[config.mk]
export PLATFORM = sky130hd
export DESIGN_NAME = mbm_mac
export DESIGN_NICKNAME = d
export VERILOG_FILES = /design/src/rtl/mbm_mac.sv
export SDC_FILE = /design/constraint.sdc
export NUM_CORES = 1
export LEC_CHECK = 0
export CAP_MARGIN = 20
export CORE_UTILIZATION = 65
export DETAILED_ROUTE_END_ITERATION = 16
export MAX_ROUTING_LAYER = met4
export PLACE_DENSITY_LB_ADDON = 0.12
export SYNTH_ARGS = -nofsm -noshare
export SYNTH_HDL_FRONTEND = slang
export SYNTH_SLANG_ARGS = --single-unit
[constraint.sdc]
create_clock -name clk -period 7.5 [get_ports clk]
set_input_delay 2.25 -clock clk [delete_from_list [all_inputs] [get_ports clk]]
set_output_delay 2.25 -clock clk [all_outputs]
set_load 0.005 [all_outputs]
[src/rtl/mbm_mac.sv]
// Pipelined signed 8x8 multiply-accumulate: S1 operand regs, MBM Booth multiplier
// into S2 product regs, S3 saturating accumulator with a valid/ready output.

module MBM #(
  parameter int w = 8
) (
  input  logic [w-1:0]   a,
  input  logic [w-1:0]   b,
  output logic [2*w-1:0] p
);
  logic [w:0]     bx;
  logic [2*w-1:0] ae;

  // Radix-4 Booth: overlapping triplets of b, with an implicit zero below the LSB.
  assign bx = {b, 1'b0};
  assign ae = {{w{a[w-1]}}, a};

  always_comb begin
    logic [2:0]     trip;
    logic [2*w-1:0] pp;
    p    = '0;
    trip = '0;
    pp   = '0;
    for (int i = 0; i < w / 2; i++) begin
      trip = bx[2*i +: 3];
      case (trip)
        3'b001, 3'b010: pp = ae;
        3'b011:         pp = ae << 1;
        3'b100:         pp = -(ae << 1);
        3'b101, 3'b110: pp = -ae;
        default:        pp = '0;
      endcase
      p = p + (pp << (2 * i));
    end
  end
endmodule

module mbm_mac #(
  parameter int ACC_W = 20
) (
  input  logic             clk,
  input  logic             rst,
  input  logic             in_valid,
  output logic             in_ready,
  input  logic [1:0]       op,
  input  logic [7:0]       a,
  input  logic [7:0]       b,
  output logic             out_valid,
  input  logic             out_ready,
  output logic [ACC_W-1:0] result,
  output logic             ovf
);
  localparam logic [1:0] OP_MUL = 2'b00;
  localparam logic [1:0] OP_MAC = 2'b01;
  localparam logic [1:0] OP_MSU = 2'b10;
  localparam logic [1:0] OP_CLR = 2'b11;
  localparam logic [ACC_W-1:0] ACC_MAX = {1'b0, {(ACC_W-1){1'b1}}};
  localparam logic [ACC_W-1:0] ACC_MIN = {1'b1, {(ACC_W-1){1'b0}}};

  // Handshake: a transfer happens on an edge where valid & ready are both high.
  // The whole pipeline freezes while a result is offered but not taken, so
  // in_ready depends only on out_valid/out_ready and never on in_valid.
  logic stall;
  logic adv;

  logic       s1_v;
  logic [1:0] s1_op;
  logic [7:0] s1_a;
  logic [7:0] s1_b;

  logic        s2_v;
  logic [1:0]  s2_op;
  logic [15:0] s2_p;

  logic [15:0]      prod;
  logic [ACC_W-1:0] acc;
  logic [ACC_W-1:0] acc_nxt;
  logic             ovf_nxt;
  logic [ACC_W-1:0] pe;
  logic [ACC_W:0]   sum;

  assign stall    = out_valid & ~out_ready;
  assign adv      = ~stall;
  assign in_ready = ~stall;
  assign result   = acc;

  MBM #(.w(8)) u_mbm (
    .a (s1_a),
    .b (s1_b),
    .p (prod)
  );

  assign pe = {{(ACC_W-16){s2_p[15]}}, s2_p};

  always_comb begin
    acc_nxt = acc;
    ovf_nxt = ovf;
    sum     = '0;
    case (s2_op)
      OP_MUL: begin
        acc_nxt = pe;
        ovf_nxt = 1'b0;
      end
      OP_MAC, OP_MSU: begin
        // One guard bit: sign disagreement between the top two bits means overflow.
        if (s2_op == OP_MAC) sum = {acc[ACC_W-1], acc} + {pe[ACC_W-1], pe};
        else                 sum = {acc[ACC_W-1], acc} - {pe[ACC_W-1], pe};
        if (sum[ACC_W] != sum[ACC_W-1]) begin
          acc_nxt = sum[ACC_W] ? ACC_MIN : ACC_MAX;
          ovf_nxt = 1'b1;
        end else begin
          acc_nxt = sum[ACC_W-1:0];
        end
      end
      OP_CLR: begin
        acc_nxt = '0;
        ovf_nxt = 1'b0;
      end
      default: begin
        acc_nxt = acc;
        ovf_nxt = ovf;
      end
    endcase
  end

  always_ff @(posedge clk or posedge rst) begin
    if (rst) begin
      s1_v  <= 1'b0;
      s1_op <= '0;
      s1_a  <= '0;
      s1_b  <= '0;
    end else if (adv) begin
      s1_v <= in_valid;
      if (in_valid) begin
        s1_op <= op;
        s1_a  <= a;
        s1_b  <= b;
      end
    end
  end

  always_ff @(posedge clk or posedge rst) begin
    if (rst) begin
      s2_v  <= 1'b0;
      s2_op <= '0;
      s2_p  <= '0;
    end else if (adv) begin
      s2_v  <= s1_v;
      s2_op <= s1_op;
      s2_p  <= prod;
    end
  end

  // Bubbles advance out_valid low but leave acc/ovf untouched.
  always_ff @(posedge clk or posedge rst) begin
    if (rst) begin
      out_valid <= 1'b0;
      acc       <= '0;
      ovf       <= 1'b0;
    end else if (adv) begin
      out_valid <= s2_v;
      if (s2_v) begin
        acc <= acc_nxt;
        ovf <= ovf_nxt;
      end
    end
  end
endmodule

==> results of run 1 <==
worst register-to-register path, stage by stage (launching register included):
cell     delay, ns
dfrtp_1       0.47
inv_1         0.19
ha_1          0.40
inv_1         0.12
or3_1         0.42
xnor2_1       0.43
mux2i_1       0.12
o21ai_0       0.17
o21ai_0       0.13
fa_1          0.50
inv_1         0.05
fa_1          0.53
inv_1         0.04
ha_1          0.32
nor2b_1       0.16
o41ai_1       0.50
o21ai_0       0.27
o41a_1        0.38
xnor2_1       0.16
o21ai_1       0.08
path summary, 6_finish.rpt:
path                              to  slack (ns)  cells after the start      start
setup / recovery            in_ready        1.55                      4  out_ready
hold / removal                  s2_v        0.50                      2       s1_v
setup reg to reg            s2_p[15]        1.93                     19    s1_a[0]
hold reg to reg                 s2_v        0.50                      2       s1_v
max in group asynchronous    s1_a[2]        4.53                      3        rst
min in group asynchronous  result[2]        2.44                      3        rst
sequential cells by signal, indices dropped and copies added, names as in the netlist:
signal,cells
result,20
s2_p,16
s1_a,8
s1_b,8
s1_op,2
s2_op,2
out_valid,1
ovf,1
s1_v,1
s2_v,1
final cells by class:
class / count / area share, %
clock buffers: 13 / 2.151
clock inverters: 2 / 0.1355
inverters: 64 / 3.251
multi-input cells: 674 / 65.01
flip-flops and latches: 60 / 20.32
well taps: 133 / 2.252
repair buffers: 53 / 6.876
metal layers:
metal | vias to the layer above | share of wire (%)
met5 | - | 0
met4 | 0 | 2.1
met3 | 45 | 10
met1 | 3140 | 43
met2 | 389 | 45
li1 | 3030 | -
per-stage QoR:
| step | setup slack [ns] | hold slack (ns) | cells | instance area [um2] |
|---|---|---|---|---|
| global route | 1.520 | 0.5321 | 999 | 7388 |
| CTS | 1.607 | 0.5105 | 999 | 7388 |
| detailed placement | 1.607 | 0.4920 | 984 | 7219 |
| finish | 1.550 | 0.4974 | 999 | 7388 |
| global placement | 1.648 | 0.4611 | 984 | 7219 |
| floorplan | 2.336 | 0.4444 | 853 | 6784 |
cell usage after synthesis, types with 3 or more instances:
master / number
o21bai_1: 6
a21oi_2: 3
a21oi_1: 70
o21a_1: 6
ha_1: 41
clkbuf_1: 41
nor2_1: 92
o22ai_1: 5
a22oi_1: 7
a211o_1: 5
buf_2: 6
xnor2_4: 3
a211oi_1: 4
o211ai_1: 27
a31oi_1: 24
a21boi_0: 5
inv_1: 62
nand3_1: 11
and3_1: 4
a21o_1: 14
fa_1: 22
nand2_1: 87
o21ai_0: 54
dfrtp_1: 60
o2111ai_1: 4
or3_1: 3
xor2_1: 23
nand3b_1: 3
a221oi_1: 9
nor2b_1: 5
mux2i_1: 14
nand2b_1: 12
mux2_2: 24
nor3_1: 15
xnor2_1: 30
kinds of logic after synthesis:
group / after synthesis / share of synthesized area, %
AOI/OAI and AO/OA: 269 / 25.73
and+or+nand+nor: 247 / 16.58
buffers and inverters: 119 / 7.064
adders and majority gates: 63 / 14.05
DFF: 60 / 22.13
xor gates and xnor gates: 56 / 8.060
muxes: 39 / 6.381
==> reports/qor.yml, run 1 <==
status:
  status: "complete, no violations"
global_routing:
  grt_use_met3_pct: 8.396
  grt-ovfl-total: 0
  track_usage_pct: 36.00
  grt_pass1_vias: 6154
  grt_max_degree: 61
  gr-max-usage-layer: "met2"
  grt_pass1_wl_mm: 30.26
  use_met2_pct: 53.67
  gr-usage-met1_pct: 48.89
  antenna_found_initial: 0
synthesis:
  ys_seq_area_share_pct: 22.13
  synth.area.top_cells: "dfrtp_1, ha_1, fa_1"
  synth.avg_cell_area_um2: 7.953
  ys_ff_latch: 60
  synth_top_cell_by_area: "dfrtp_1"
  synth_top_area_share_pct: 22.13
  synth.distinct_cells: 72
  syn-num-nets: 938
  yosys_warnings: 0
  synth-edff-count: 0
  yosys_most_used_dff: "dfrtp_1"
  netlist_area_mm2: 0.006784
  synthArstFlopShare_pct: 100.0
  syn_inst: 853
timing:
  slew_viol_final: 0
  setup_viol: 0
  skew_ns: 0.02527
  timing.final.crit_period_ns: 5.950
  setup_tns_ns: 0
  finalCritPeriodShare_pct: 79.33
  maxSlewHeadroom_pct: 32.63
  clock.fmax_ghz: 0.1681
  rsz0062_at_grt: "no"
  worst_pin_slew_ns: 1.011
  hold_viol: 0
critical_path:
  slowest_delay_ns: 0.47
  cp.required_ns: 5.25
  worstPathArrival_ns: 3.70
  cp_common_cell: "clkdlybuf4s50_1"
  cp_num_buf_inv: 3
  worstSetupStartpointType: "primary input"
  critPathKind: "primary input to primary output"
  path_cells: "clkdlybuf4s50_1 -> nor2b_1 -> clkinv_1 -> clkdlybuf4s50_1"
  crit_slowest_cell: "clkdlybuf4s50_1"
  endpoint_kind: "primary output"
  crit_family: "buffers and inverters"
  cp_max_fo: 2
floorplan:
  start_util_pct: 68.15
  die_h_um: 104.2
  die_w_um: 104.2
  core_area_mm2: 0.009955
  dieArea_mm2: 0.01085
  rows: 36
  io_pins: 45
finish:
  drive_gt1_share_pct: 7.621
  diodes: 0
  syn_to_final_growth_pct: 8.908
  nets: 947
  fillers: 768
  final_cell_mix: "nor2_1, nand2_1, a21oi_1, inv_1, dfrtp_1"
  multiInputGateArea_mm2: 0.004803
  final_common_cell: "nor2_1"
  fin_util_pct: 74.22
  seq_area_mm2: 0.001501
cts:
  clock_sinks: 60
  cts_buffer_depth: 2
  hold_buffers: 0
  clkSlewWorstSetupHoldPaths_ns: 0.07
  cts_tree: "built"
  cts_resized: 0
  htree_levels: 3
  clock_latency_ns: 0.37
  cts_root_buf: "clkbuf_8"
  post_cts.repair.setup_buffers: 0
  numCtsBuffers: 9
route:
  antenna_left: 0
  vias_per_cell: 6.611
  route.detailed.drc: 0
  firstDrtPassIters: 5
  routed-via-count: 6604
  wl_mm: 18.78
  avgRoutedWirePerCell_um: 18.80
  drtIter0Drc: 607
run:
  maxCapViolCount: 0
place:
  io_buffers: 44
  dp_hpwl_mm: 13.76
  gp_congestion: 0.9284
worst_hold_path:
  hp-class: "flop to flop"
Power of run 1 is not shown: default switching activity piles up to over one toggle a cycle in this logic, so the estimate is an artifact.
==> run 2, diff against run 1 <==
CORE_UTILIZATION = 55   (was 65)
clock period = 5.4 ns   (was 7.5 ns; I/O delays follow)
==> reports/qor.yml, run 2 (synthesis gave the netlist of run 1 again) <==
critical_path:
  worstSetupStartpointType: "flop"
  worstPathArrival_ns: 5.26  # +1.56 ns
  slowest_delay_ns: 0.55  # +0.08 ns
  reg2reg_depth: 20  # +1
  crit_slowest_cell: "fa_1"
  timing.rr.start: "s1_a[0]"
  cp_max_fo: 8  # +6
  r2r_setup_slack_ns: 0.37  # -1.56 ns
  r2r_end: "s2_p[15]"
  endpoint_kind: "flop"
  path_cells: "inv_1 -> ha_2 -> inv_1 -> or3_1 -> xnor2_2 -> nand2b_1 -> o21ai_0 -> o211ai_1 -> o21ai_0 -> fa_1 -> inv_1 -> fa_1 -> inv_1 -> ha_1 -> and3_1 -> a21oi_1 -> o21ai_0 -> o41a_1 -> xnor2_1 -> o21ai_1"
  cp_common_cell: "inv_1"
  cp.required_ns: 5.62  # +0.37 ns
  critPathKind: "flop to flop"
place:
  gp_congestion: 1.029  # +11%
  dp_hpwl_mm: 14.35  # +4.2%
  io_buffers: 44  # unchanged
global_routing:
  antenna_found_initial: 0  # unchanged
  grt_max_degree: 43  # -30%
  track_usage_pct: 31.98  # -4.0 points
  grt-ovfl-total: 0  # unchanged
  grt_pass1_wl_mm: 30.97  # +2.4%
  grt_pass1_vias: 6113  # -0.67%
worst_hold_path:
  hold_path_end: "s2_v"
  holdPathStages: 2  # unchanged
  hp-class: "flop to flop"
  hp-start: "s1_v"
timing:
  skew_ns: 0.01070  # -0.01456 ns
  slew_viol_final: 0  # unchanged
  hold_viol: 0  # unchanged
  rsz0062_at_grt: "no"
  setup_tns_ns: 0  # unchanged
  setup_viol: 0  # unchanged
  timing.final.crit_period_ns: 5.035
  clock.fmax_ghz: 0.1986
  finalCritPeriodShare_pct: 93.23
  worst_pin_slew_ns: 0.9973  # -0.01320 ns
  maxSlewHeadroom_pct: 33.20  # +0.57 points
cts:
  htree_levels: 3  # unchanged
  numCtsBuffers: 9  # unchanged
  hold_buffers: 0  # unchanged
  cts_buffer_depth: 2  # unchanged
  clkSlewWorstSetupHoldPaths_ns: 0.06  # about the same
  clock_sinks: 60  # unchanged
  post_cts.repair.setup_buffers: 0  # unchanged
  cts_root_buf: "clkbuf_16"
  cts_resized: 0  # unchanged
  clock_latency_ns: 0.34  # -0.03 ns
  cts_tree: "built"
run:
  maxCapViolCount: 0  # unchanged
finish:
  syn_to_final_growth_pct: 13.06
  final_cell_mix: "nor2_1, nand2_1, a21oi_1, inv_1, dfrtp_1"
  diodes: 0  # unchanged
  fillers: 1077  # +40%
  largest_reg_flops: 20  # unchanged
  nets: 962  # +1.6%
  final_common_cell: "nor2_1"
  drive_gt1_share_pct: 9.977  # +2.4 points
floorplan:
  dieArea_mm2: 0.01278  # +18%
  core_area_mm2: 0.01201  # +21%
  rows: 40  # +11%
  io_pins: 45  # unchanged
  die_h_um: 113.1  # +8.5%
  die_w_um: 113.1  # +8.5%
  start_util_pct: 56.48  # -12 points
route:
  drtIter0Drc: 633  # +4.3%
  avgRoutedWirePerCell_um: 18.42  # -2.0%
  wl_mm: 18.96  # +0.94%
  route.detailed.drc: 0  # unchanged
  firstDrtPassIters: 5  # unchanged
  vias_per_cell: 6.319  # -4.4%
  routed-via-count: 6502  # -1.5%
  antenna_left: 0  # unchanged
status:
  status: "complete, no violations"
==> run 2: changes by cell type in the layout (fill, tap and decap cells not counted), sizes merged <==
| cell | change |
|---|---|
| bufinv | +1 |
| clkinv | +3 |
| inv | +1 |
| buf | +15 |
| clkbuf | -4 |
==> run 2: worst max-delay path, delay by kind of cell, from the launching register on <==
family,cells,cell delay [ns]
adders and majority gates,4,1.74
AOI/OAI and AO/OA,7,1.10
and+or+nand+nor,3,0.80
DFF,1,0.45
xor gates and xnor gates,2,0.41
buffers and inverters,4,0.40
==> run 2: cell type report <==
| class | instances | area (um2) | share of cell area [%] |
|---|---|---|---|
| inverter | 64 | 240.2 | 3.132 |
| tap | 147 | 183.9 | 2.398 |
| multi-input combinational | 674 | 4823 | 62.89 |
| clock buffer | 9 | 225.2 | 2.936 |
| sequential | 60 | 1501 | 19.58 |
| timing repair buffer | 68 | 620.6 | 8.091 |
| clock inverter | 7 | 75.07 | 0.9788 |
==> run 2: worst max path at each step <==
stage | start | end | depth (start not counted)
global route | s1_a[0] | s2_p[15] | 20
global placement | s1_a[0] | s2_p[15] | 19
CTS | s1_a[0] | s2_p[15] | 19
floorplan | s1_a[0] | s2_p[15] | 22
detailed placement | s1_a[0] | s2_p[15] | 19
finish | s1_a[0] | s2_p[15] | 20
==> run 2: routing by layer <==
layer / global-route usage (%) / vias to the layer above / part of all wire [%]
met4: 9.035 / 0 / 1.6
met5: - / - / 0
met2: 47.77 / 265 / 46
met3: 4.821 / 30 / 6.5
met1: 45.07 / 3121 / 46
li1: - / 3086 / -
==> run 2: through the flow <==
stage          instances  hold slack, ns  utilization, %  cell area (um2)  setup WS [ns]
2_1_floorplan        853          0.4444               -             6784         0.6757
3_3_place_gp        1013          0.4628           61.21             7352         0.4325
3_5_place_dp        1013          0.4699           61.21             7352         0.1928
4_1_cts             1029          0.4804           63.71             7652         0.1585
5_1_grt             1029          0.5299           63.85             7670        0.06169
6_report            1029          0.4806           63.85             7670         0.3655
Power of run 2 is left out for the same reason.
==> run 3, diff against run 2 <==
CORE_ASPECT_RATIO = 2   (was not set)
CORE_UTILIZATION = 56   (was 55)
CTS_BUF_LIST = sky130_fd_sc_hd__clkbuf_2 sky130_fd_sc_hd__clkbuf_4 sky130_fd_sc_hd__clkbuf_8   (was not set)
==> reports/qor.yml, run 3 (synthesis gave the netlist of run 1 again) <==
status:
  status: "complete, no violations"
timing:
  skew_ns: 0.01201  # +0.001309 ns
  worst_pin_slew_ns: 0.9199  # -0.07740 ns
  clock.fmax_ghz: 0.1984  # -0.12%
  setup_tns_ns: 0  # unchanged
  hold_viol: 0  # unchanged
  rsz0062_at_grt: "no"
  slew_viol_final: 0  # unchanged
  setup_viol: 0  # unchanged
  timing.final.crit_period_ns: 5.040  # +0.005874 ns
  maxSlewHeadroom_pct: 38.39  # +5.2 points
  finalCritPeriodShare_pct: 93.34  # +0.11 points
critical_path:
  path_cells: "nor4_4 -> buf_4 -> a21oi_1 -> nor2_1 -> nand2_1 -> o21ai_0 -> o21ai_0 -> a21oi_1 -> fa_1 -> inv_1 -> fa_1 -> inv_1 -> ha_1 -> and3_1 -> a21oi_1 -> o21ai_0 -> o41a_1 -> xnor2_1 -> o21ai_1"
  reg2reg_depth: 19  # -5.0%
  slowest_delay_ns: 0.60  # +0.05 ns
  endpoint_kind: "flop"
  cp.required_ns: 5.65  # +0.03 ns
  cp_max_fo: 12  # +4
  r2r_end: "s2_p[15]"
  critPathKind: "flop to flop"
  worstSetupStartpointType: "flop"
  crit_slowest_cell: "dfrtp_1"
  timing.rr.start: "s1_a[4]"
  r2r_setup_slack_ns: 0.36  # about the same
  worstPathArrival_ns: 5.29  # +0.03 ns
route:
  firstDrtPassIters: 5  # unchanged
  vias_per_cell: 6.338  # +0.30%
  route.detailed.drc: 0  # unchanged
  routed-via-count: 6547  # +0.69%
  wl_mm: 21.22  # +12%
  antenna_left: 0  # unchanged
  avgRoutedWirePerCell_um: 20.54  # +12%
  drtIter0Drc: 298  # -53%
floorplan:
  rows: 56  # +40%
  die_h_um: 157.7  # +39%
  core_area_mm2: 0.01177  # -2.0%
  start_util_pct: 57.63  # +1.2 points
  die_w_um: 79.83  # -29%
  io_pins: 45  # unchanged
  dieArea_mm2: 0.01258  # -1.5%
finish:
  drive_gt1_share_pct: 10.47  # +0.50 points
  fillers: 1082  # +0.46%
  seq_area_mm2: 0.001501  # unchanged
  multiInputGateArea_mm2: 0.004823  # unchanged
  largest_reg_flops: 20  # unchanged
  nets: 968  # +0.62%
  syn_to_final_growth_pct: 11.93
  final_common_cell: "nor2_1"
  diodes: 0  # unchanged
  final_cell_mix: "nor2_1, nand2_1, a21oi_1, inv_1, dfrtp_1"
cts:
  post_cts.repair.setup_buffers: 0  # unchanged
  cts_tree: "built"
  htree_levels: 3  # unchanged
  clock_sinks: 60  # unchanged
  hold_buffers: 0  # unchanged
  clkSlewWorstSetupHoldPaths_ns: 0.08  # +0.02 ns
  cts_buffer_depth: 2  # unchanged
  cts_root_buf: "clkbuf_8"
  numCtsBuffers: 9  # unchanged
  clock_latency_ns: 0.36  # +0.02 ns
place:
  gp_congestion: 1.103  # +7.2%
  io_buffers: 44  # unchanged
  dp_hpwl_mm: 16.88  # +18%
run:
  maxCapViolCount: 0  # unchanged
global_routing:
  grt_pass1_vias: 6677  # +9.2%
  grt_max_degree: 37  # -14%
  track_usage_pct: 36.30  # +4.3 points
  grt-ovfl-total: 0  # unchanged
  antenna_found_initial: 0  # unchanged
  grt_pass1_wl_mm: 33.33  # +7.6%
worst_hold_path:
  holdPathStages: 2  # unchanged
  hp-class: "flop to flop"
  hold_path_end: "s2_v"
  hp-start: "s1_v"
==> run 3: cell count changes in the layout (fill, tap and decap cells not counted) <==
cell            previous run  this run
clkbuf_16                  9         0
clkbuf_8                   0         9
buf_4                     24        29
bufinv_16                  1         0
clkinvlp_4                 0         1
dlymetal6s2s_1             0         1
==> run 3: area by class of cell <==
type / instances / share of cell area [%]
clock inverter: 7 / 0.6920
tap: 145 / 2.389
sequential: 60 / 19.77
timing repair buffer: 74 / 8.832
clock buffer: 9 / 1.631
multi-input combinational: 674 / 63.52
inverter: 64 / 3.164
==> run 3: how the worst max path moves through the flow <==
stage	start	to	slack, ns	depth (start not counted)
3_3_place_gp	s1_a[0]	s2_p[15]	0.37	19
2_1_floorplan	s1_a[0]	s2_p[15]	0.68	22
6_report	s1_a[4]	s2_p[15]	0.36	19
4_1_cts	s1_a[0]	s2_p[15]	0.26	19
3_5_place_dp	s1_a[0]	s2_p[15]	0.31	19
5_1_grt	s1_a[0]	s2_p[15]	0.06	18
==> run 3: worst max-delay path: cells and delay by family (launching register included) <==
family                     cells  cell delay, ns
and+or+nand+nor                4            1.31
AOI/OAI and AO/OA              8            1.25
adders and majority gates      3            1.16
DFF                            1            0.60
buffers and inverters          3            0.41
xor gates and xnor gates       1            0.16
==> run 3: layer usage <==
layer  vias up  part of all wire (%)  track usage [%]
met5         -                     0                -
met4         0                   6.6            23.04
met3        95                   2.8            4.323
met2       233                    58            71.10
met1      3142                    32            30.99
li1       3077                     -                -
==> run 3: per-stage QoR <==
| step | std cells | worst slack, ns | hold slack (ns) | instance area (um2) | utilization [%] |
|---|---|---|---|---|---|
| finish | 1033 | 0.3596 | 0.4733 | 7594 | 64.51 |
| global route | 1033 | 0.06038 | 0.4820 | 7594 | 64.51 |
| CTS | 1031 | 0.2617 | 0.4804 | 7556 | 64.19 |
| detailed placement | 1015 | 0.3093 | 0.4748 | 7380 | 62.69 |
| global placement | 1015 | 0.3674 | 0.4554 | 7380 | 62.69 |
| floorplan | 853 | 0.6757 | 0.4444 | 6784 | - |
==> run 3: repair_timing <==
action	4_1_cts	5_1_grt
hold endpoints to repair	0	0
resized for setup	0	3
endpoints found under the setup margin	0	3
Power of run 3 is left out for the same reason.
